==> config.mk <==
export PLATFORM = sky130hd
export DESIGN_NAME = div_8bit_seq
export DESIGN_NICKNAME = d
export VERILOG_FILES = /design/src/rtl/arith_pkg.sv /design/src/rtl/fa.sv /design/src/rtl/sub_9bit.sv /design/src/rtl/div_8bit_seq.sv
export SDC_FILE = /design/constraint.sdc
export NUM_CORES = 1
export LEC_CHECK = 0
export ABC_AREA = 1
export BUFFER_PORTS_ARGS = -buffer_cell sky130_fd_sc_hd__buf_2
export CAP_MARGIN = 10
export CORE_AREA = 2 2 76 107
export DETAILED_ROUTE_END_ITERATION = 6
export DIE_AREA = 0 0 78 109
export GPL_ROUTABILITY_DRIVEN = 0
export PLACE_DENSITY = 0.47
export SLEW_MARGIN = 20
export SYNTH_ARGS = -nofsm -noshare
export SYNTH_HDL_FRONTEND = slang
export SYNTH_SLANG_ARGS = --single-unit
==> constraint.sdc <==
create_clock -name clk -period 5.22 [get_ports clk]
set_clock_uncertainty 0.15 [all_clocks]
set_input_delay 0.261 -clock clk [delete_from_list [all_inputs] [get_ports clk]]
set_output_delay 0.261 -clock clk [all_outputs]
set_load 0.005 [all_outputs]
==> src/rtl/arith_pkg.sv <==
// Shared definitions for the arithmetic core: datapath widths and the divider FSM encoding.
package arith_pkg;

    localparam int DIV_W     = 8;
    localparam int DIV_STEPS = 8;

    typedef enum logic [1:0] {
        IDLE = 2'd0,
        RUN  = 2'd1,
        DONE = 2'd2
    } div_state_t;

endpackage

==> src/rtl/fa.sv <==
// One-bit full adder cell, the building block of the ripple arithmetic in this core.
module fa (
    input  logic a,
    input  logic b,
    input  logic ci,
    output logic s,
    output logic co
);

    assign s  = a ^ b ^ ci;
    assign co = (a & b) | (a & ci) | (b & ci);

endmodule

==> src/rtl/sub_9bit.sv <==
// Ripple subtractor a - b formed as a + ~b + 1 over a chain of fa cells.
// borrow is high when b > a (no carry out of the top cell).
module sub_9bit #(
    parameter int W = 9
) (
    input  logic [W-1:0] a,
    input  logic [W-1:0] b,
    output logic [W-1:0] diff,
    output logic         borrow
);

    logic [W:0] carry;

    assign carry[0] = 1'b1;

    generate
        for (genvar gi = 0; gi < W; gi++) begin : g_cell
            fa u_fa (
                .a  (a[gi]),
                .b  (~b[gi]),
                .ci (carry[gi]),
                .s  (diff[gi]),
                .co (carry[gi+1])
            );
        end
    endgenerate

    assign borrow = ~carry[W];

endmodule

==> src/rtl/div_8bit_seq.sv <==
// Sequential unsigned restoring divider: one quotient bit per clock, registered results
// with a one-cycle done strobe and a divide-by-zero flag.
module div_8bit_seq
    import arith_pkg::*;
#(
    parameter int WIDTH = DIV_W
) (
    input  logic             clk,
    input  logic             rst,
    input  logic             start,
    input  logic [WIDTH-1:0] dividend,
    input  logic [WIDTH-1:0] divisor,
    output logic             ready,
    output logic             busy,
    output logic             done,
    output logic [WIDTH-1:0] quotient,
    output logic [WIDTH-1:0] remainder,
    output logic             dz
);

    localparam int CNT_W = $clog2(WIDTH);

    div_state_t       state_reg;
    logic [CNT_W-1:0] count_reg;
    logic [WIDTH:0]   pr_reg;
    logic [WIDTH-1:0] q_sr_reg;
    logic [WIDTH-1:0] d_reg;
    logic             dz_pend_reg;
    logic [WIDTH-1:0] quotient_reg;
    logic [WIDTH-1:0] remainder_reg;
    logic             dz_reg;
    logic             done_reg;
    logic             busy_reg;

    logic [WIDTH:0]   t_next;
    logic [WIDTH:0]   diff_next;
    logic             borrow_next;
    logic [WIDTH:0]   pr_next;
    logic [WIDTH-1:0] q_sr_next;
    logic             last_step;

    // Shift the next dividend bit into the partial remainder; pr never exceeds
    // the divisor, so the bit shifted out of the top is always zero.
    assign t_next = (pr_reg << 1) | {{WIDTH{1'b0}}, q_sr_reg[WIDTH-1]};

    sub_9bit #(
        .W (WIDTH + 1)
    ) u_sub (
        .a      (t_next),
        .b      ({1'b0, d_reg}),
        .diff   (diff_next),
        .borrow (borrow_next)
    );

    // Restore on borrow; the quotient bit is the inverse of the borrow.
    assign pr_next   = borrow_next ? t_next : diff_next;
    assign q_sr_next = {q_sr_reg[WIDTH-2:0], ~borrow_next};
    assign last_step = (count_reg == CNT_W'(WIDTH - 1));

    always_ff @(posedge clk) begin
        if (rst) begin
            state_reg     <= IDLE;
            count_reg     <= '0;
            pr_reg        <= '0;
            q_sr_reg      <= '0;
            d_reg         <= '0;
            dz_pend_reg   <= 1'b0;
            quotient_reg  <= '0;
            remainder_reg <= '0;
            dz_reg        <= 1'b0;
            done_reg      <= 1'b0;
            busy_reg      <= 1'b0;
        end else begin
            done_reg <= 1'b0;
            case (state_reg)
                IDLE, DONE: begin
                    if (start) begin
                        q_sr_reg    <= dividend;
                        d_reg       <= divisor;
                        pr_reg      <= '0;
                        count_reg   <= '0;
                        dz_pend_reg <= (divisor == '0);
                        busy_reg    <= 1'b1;
                        state_reg   <= RUN;
                    end else begin
                        state_reg <= IDLE;
                    end
                end
                RUN: begin
                    pr_reg    <= pr_next;
                    q_sr_reg  <= q_sr_next;
                    count_reg <= count_reg + 1'b1;
                    // Results move to the output registers only on completion so
                    // they hold the previous answer for the whole run.
                    if (last_step) begin
                        quotient_reg  <= q_sr_next;
                        remainder_reg <= pr_next[WIDTH-1:0];
                        dz_reg        <= dz_pend_reg;
                        done_reg      <= 1'b1;
                        busy_reg      <= 1'b0;
                        state_reg     <= DONE;
                    end
                end
                default: begin
                    state_reg <= IDLE;
                end
            endcase
        end
    end

    assign ready     = (state_reg != RUN);
    assign busy      = busy_reg;
    assign done      = done_reg;
    assign quotient  = quotient_reg;
    assign remainder = remainder_reg;
    assign dz        = dz_reg;

endmodule
==> metrics.yaml, run 1 <==
floorplan.rows: 38
leakage_nw: 1.19
fmax_mhz: 213
vias_per_cell: 4.45
slowest_stage: "fa_1"
insertion_delay_ns: 0.30
cts_buffers: 5
drt-total-wl_um: 5100
clock_sinks: 49
drive_gt1_frac: 0.203
antenna_found_initial: 0
overflow: 0
startpoint_type: "flip-flop"
clk_pin_slew_ns: 0.09
setup_viol_count_final: 0
die_width_um: 78
pre_cts_slack_ns: 0.471
cp_common_cell: "fa_1"
wire_per_inst_um: 12.3
cpPeakStageDelay_ns: 0.43
cts_hold_buffers: 0
port_buffers: 38
io_pins: 39
cts_setup_buffers: 0
dr.pass1.iters: 5
htree_num_levels: 2
cp-end-kind: "flip-flop"
fin_hold_ws_ns: 0.0964
die_h_um: 109
cts_tree: "built"
core_area_mm2: 0.00761
initialDrtViolationCount: 85
grt_use_total: 0.129
drv_cap: 0
clk_path_buf_depth: 2
crit_chain: "inv_1, ha_1, inv_1, fa_1, fa_1, fa_1, fa_1, fa_1, fa_1, fa_1, nor2_1, inv_1, nand2_1, nand3_1, a21oi_1"
rrSetupSlack_ns: 0.54
grt_pass1_vias: 1795
ctsResizeCount: 0
status: "finished, final reports clean"
drc: 0
antenna_cells: 0
die-area_mm2: 0.00850
final-hold-violation-count: 0
crit_type: "flip-flop to flip-flop"
period_needed_ns: 4.68
fin_crit_sh: 0.897
worst_ep_required_time_ns: 5.31
area_delta_synth_final_pct: 14.8
slew_headroom: 0.476
fill_cells: 857
peakVddDrop_uv: 103
cp_max_fo: 8
rsz0062_at_grt: "false"
setup_tns_ns: 0
tightest_slew_ns: 0.784
initial_core_util: 0.289
final-max-slew-violation-count: 0
hold_path_class: "primary input to flip-flop"
yosysSeqAreaShare: 0.446
drtAntennaViolNets: 0
synth_seq_cells: 49
dp_hpwl_um: 3680
fin_ws_ns: 0.535
critPathArrivalTime_ns: 4.78
postSynthAreaPerCell_um2: 7.86
syn_nets: 309
synth.distinct_cells: 23
power.density_mw_per_mm2: 325
grt_pass1_wl_um: 8590
vias: 1848
yosys_warnings: 0
netlist_area_mm2: 0.00220
clockRootBuffer: "clkbuf_8"
grt_start_max_net_pins: 28
fin_nets: 343
syn-instance-count: 280
==> path summary, 6_finish.rpt <==
path | start | end | depth (start not counted)
worst max-delay path | q_sr_reg[7]$_SDFFE_PP0P_ | pr_reg[3]$_SDFFE_PP0P_ | 15
worst max register to register | q_sr_reg[7]$_SDFFE_PP0P_ | pr_reg[3]$_SDFFE_PP0P_ | 15
worst min-delay path | divisor[0] | d_reg[0]$_SDFFE_PP0P_ | 3
worst min register to register | count_reg[0]$_SDFFE_PP0P_ | count_reg[0]$_SDFFE_PP0P_ | 1
==> final cells by class <==
type	instances	area, um2	area share
clock inverter	2	15.0	0.00594
inverter	38	145	0.0575
sequential	49	981	0.388
timing repair buffer	39	198	0.0783
multi-input combinational	181	990	0.392
clock buffer	6	72.6	0.0287
tap	100	125	0.0495
==> power by group <==
| group | internal (mW) | leakage (nW) | total [mW] | switching [mW] |
|---|---|---|---|---|
| sequential | 0.393 | 0.399 | 0.406 | 0.0127 |
| combinational | 0.0640 | 0.755 | 0.191 | 0.127 |
| clock | 0.0946 | 0.0374 | 0.224 | 0.129 |
==> logic make-up (layout without fill, tap and decap cells) <==
kind of cell,after synthesis,count (layout),share of synthesized area
buf+inv,50,85,0.105
flops,49,49,0.446
fa+ha+maj,10,10,0.0807
compound gates,48,48,0.129
simple gates,123,123,0.240
==> worst max-delay path: cells and delay by family, from the launching register on <==
family / cells / cell delay (ns)
AOI/OAI and AO/OA: 1 / 0.13
adders and majority gates: 8 / 3.08
buffers and inverters: 3 / 0.36
DFF: 1 / 0.32
and+or+nand+nor: 3 / 0.59
==> per-layer routing <==
layer	track usage	up-vias	wire length (um)
met4	0.0451	0	72
met2	0.228	48	2560
li1	-	944	-
met3	0.0240	6	215
met5	0	-	0
met1	0.155	850	2250
==> cells in the final DEF, fill, tap and decap left out, drive strengths merged, types with 2 or more instances in the layout <==
master | synthesis | layout
ha | 3 | 3
dfxtp | 49 | 49
clkinvlp | 0 | 2
nand2 | 80 | 80
fa | 7 | 7
a21oi | 26 | 26
buf | 10 | 39
nand3 | 27 | 27
o21ai | 19 | 19
a211oi | 2 | 2
inv | 38 | 38
clkbuf | 2 | 6
nor2 | 16 | 16
==> cells in the mapped netlist, drive strengths merged <==
library cell	n	share of area
dfxtp	49	0.45
ha	3	0.017
buf	10	0.035
inv	38	0.066
a211oi	2	0.0068
fa	7	0.064
nor2	16	0.031
a21oi	26	0.059
clkbuf	2	0.0034
o21ai	19	0.059
nand2	80	0.14
o211a	1	0.0045
nand3	27	0.067
==> through the flow <==
stage	power, mW	utilization	area, um2	std cells
floorplan	0.560	-	2200	280
global placement	0.607	0.321	2440	407
detailed placement	0.611	0.321	2440	407
CTS	0.837	0.332	2530	415
global route	0.884	0.332	2530	415
finish	0.821	0.332	2530	415
Note: power is estimated with default switching activity, not from simulation.
==> inputs of run 2 (changes only) <==
CORE_AREA = 2 2 57 80   (was 2 2 76 107)
DIE_AREA = 0 0 59 82   (was 0 0 78 109)
PLACE_DENSITY = 0.77   (was 0.47)
==> run 2 against run 1 <==
  * Utilization rose by 27 points
  * Global-route usage rose by 7.6 points
  * Hold slack lost 0.034 ns
  * Critical path type unchanged
==> metrics.yaml, run 2 (synthesized netlist as in run 1, its figures left out) <==
floorplan.rows: 28  # -26%
cp_max_fo: 8  # unchanged
fill_cells: 390  # -54%
worst_ep_required_time_ns: 5.32  # about the same
clockRootBuffer: "clkbuf_8"
antenna_cells: 0  # unchanged
met1Wirelength_um: 2020  # -10%
crit_chain: "inv_1, ha_1, inv_1, fa_1, fa_1, fa_1, fa_1, fa_1, fa_1, fa_1, nor2_1, inv_1, nand2_1, nand3_1, a21oi_1"
hold_path_class: "primary input to flip-flop"
leakage_nw: 1.21  # +1.7%
setup_viol_count_final: 0  # unchanged
drc: 0  # unchanged
ctsResizeCount: 0  # unchanged
die_width_um: 59  # -24%
rsz0062_at_grt: "false"
drive_gt1_frac: 0.206  # +0.00317
multi_input_area_um2: 990  # unchanged
vias_per_cell: 5.09  # +14%
final-max-slew-violation-count: 0  # unchanged
final-hold-violation-count: 0  # unchanged
drtAntennaViolNets: 0  # unchanged
antenna_found_initial: 0  # unchanged
drv_cap: 0  # unchanged
fmax_mhz: 213  # -0.11%
insertion_delay_ns: 0.32  # +0.02 ns
slew_headroom: 0.494  # +0.0184
grt_pass1_vias: 1672  # -6.9%
dp_hpwl_um: 3090  # -16%
drt-total-wl_um: 4450  # -13%
critPathArrivalTime_ns: 4.79  # about the same
clock_sinks: 49  # unchanged
grt_start_max_net_pins: 28  # unchanged
cts_setup_buffers: 0  # unchanged
p_seq_frac: 0.461  # -0.033
seqCellArea_um2: 981  # unchanged
p_int_mw: 0.613  # +11%
grt_pass1_wl_um: 7360  # -14%
die-area_mm2: 0.00484  # -43%
core_area_mm2: 0.00413  # -46%
cp_common_cell: "fa_1"
initialDrtViolationCount: 71  # -16%
switching_share: 0.305  # -0.0231
vias: 1833  # -0.81%
tightest_slew_ns: 0.756  # -0.0275 ns
fin_nets: 343  # unchanged
initial_core_util: 0.532  # +0.243
final_cell_mix: "nand2_1 (77), dfxtp_1 (49), buf_2 (38)"
status: "finished, final reports clean"
cpPeakStageDelay_ns: 0.44  # about the same
pre_cts_slack_ns: 0.525  # +0.0539 ns
wl_met2_um: 2120  # -17%
fin_crit_sh: 0.898  # +0.000991
cts_hold_buffers: 0  # unchanged
grt_use_total: 0.205  # +0.0760
dr_wl_met3_um: 190  # -12%
fin_ws_ns: 0.530  # -0.00517 ns
crit_type: "flip-flop to flip-flop"
clk_path_buf_depth: 2  # unchanged
peakVddDrop_uv: 168  # +63%
wire_per_inst_um: 12.4  # +0.71%
clk_pin_slew_ns: 0.09  # about the same
die_h_um: 82  # -25%
pwr-share-comb: 0.214  # -0.019
startpoint_type: "flip-flop"
area_delta_synth_final_pct: 13.1
dr.max_layer_used: "met4"
dr.pass1.iters: 4  # -1
clkPwrFrac: 0.325  # +0.052
power.density_mw_per_mm2: 354  # +8.9%
setup_tns_ns: 0  # unchanged
final_common_cell: "nand2_1"
period_needed_ns: 4.69  # +0.00517 ns
htree_num_levels: 2  # unchanged
power.switching_mw: 0.269  # -0.20%
overflow: 0  # unchanged
io_pins: 39  # unchanged
cp-end-kind: "flip-flop"
cts_tree: "built"
port_buffers: 38  # unchanged
slowest_stage: "fa_1"
cts_buffers: 5  # unchanged
-- run 2: cell count changes in the layout (fill, tap and decap cells not counted), sizes merged --
cell and delta:
bufinv +1, clkinvlp -1
-- run 2: area by class of cell --
cell class | instances | share of cell area
multi-input cells | 181 | 0.397
flip-flops and latches | 49 | 0.394
repair buffers | 39 | 0.0794
inverters | 38 | 0.0583
clock buffers | 6 | 0.0332
well taps | 45 | 0.0226
clock inverters | 2 | 0.0151
-- run 2: worst paths after layout --
path	depth (start not counted)	startpoint	to	slack, ns
worst max-delay path	15	q_sr_reg[7]$_SDFFE_PP0P_	pr_reg[1]$_SDFFE_PP0P_	0.53
worst min-delay path	3	divisor[0]	d_reg[0]$_SDFFE_PP0P_	0.06
worst max register to register	15	q_sr_reg[7]$_SDFFE_PP0P_	pr_reg[1]$_SDFFE_PP0P_	0.53
worst min register to register	2	q_sr_reg[6]$_SDFFE_PP0P_	quotient[7]$_SDFFE_PP0P_	0.32
-- run 2: power groups by stage --
stage,logic (mW),registers [mW],clock network [mW]
after global routing,0.217,0.409,0.305
after detailed placement,0.188,0.415,0
final,0.188,0.406,0.287
after CTS,0.189,0.406,0.291
after global placement,0.182,0.414,0
after floorplan,0.148,0.411,0
-- run 2: worst max-delay path: cells and delay by family, from the launching register on --
family          cells  cell delay (ns)
flops               1             0.31
compound gates      1             0.16
buf+inv             3             0.34
simple gates        3             0.56
fa+ha+maj           8             3.11
-- run 2: metal layers --
metal,GRT usage,vias to the layer above
li1,-,950
met1,0.243,833
met2,0.337,42
met3,0.0441,8
met4,0.118,0
met5,0,-
-- run 2: metrics by stage --
stage | power, mW | std cells | utilization | hold slack (ns) | instance area [um2]
2_1_floorplan | 0.560 | 280 | - | 0.189 | 2200
3_3_place_gp | 0.596 | 352 | 0.573 | 0.300 | 2370
3_5_place_dp | 0.603 | 352 | 0.573 | 0.303 | 2370
4_1_cts | 0.886 | 360 | 0.602 | 0.0661 | 2490
5_1_grt | 0.930 | 360 | 0.602 | 0.0815 | 2490
6_report | 0.882 | 360 | 0.602 | 0.0623 | 2490
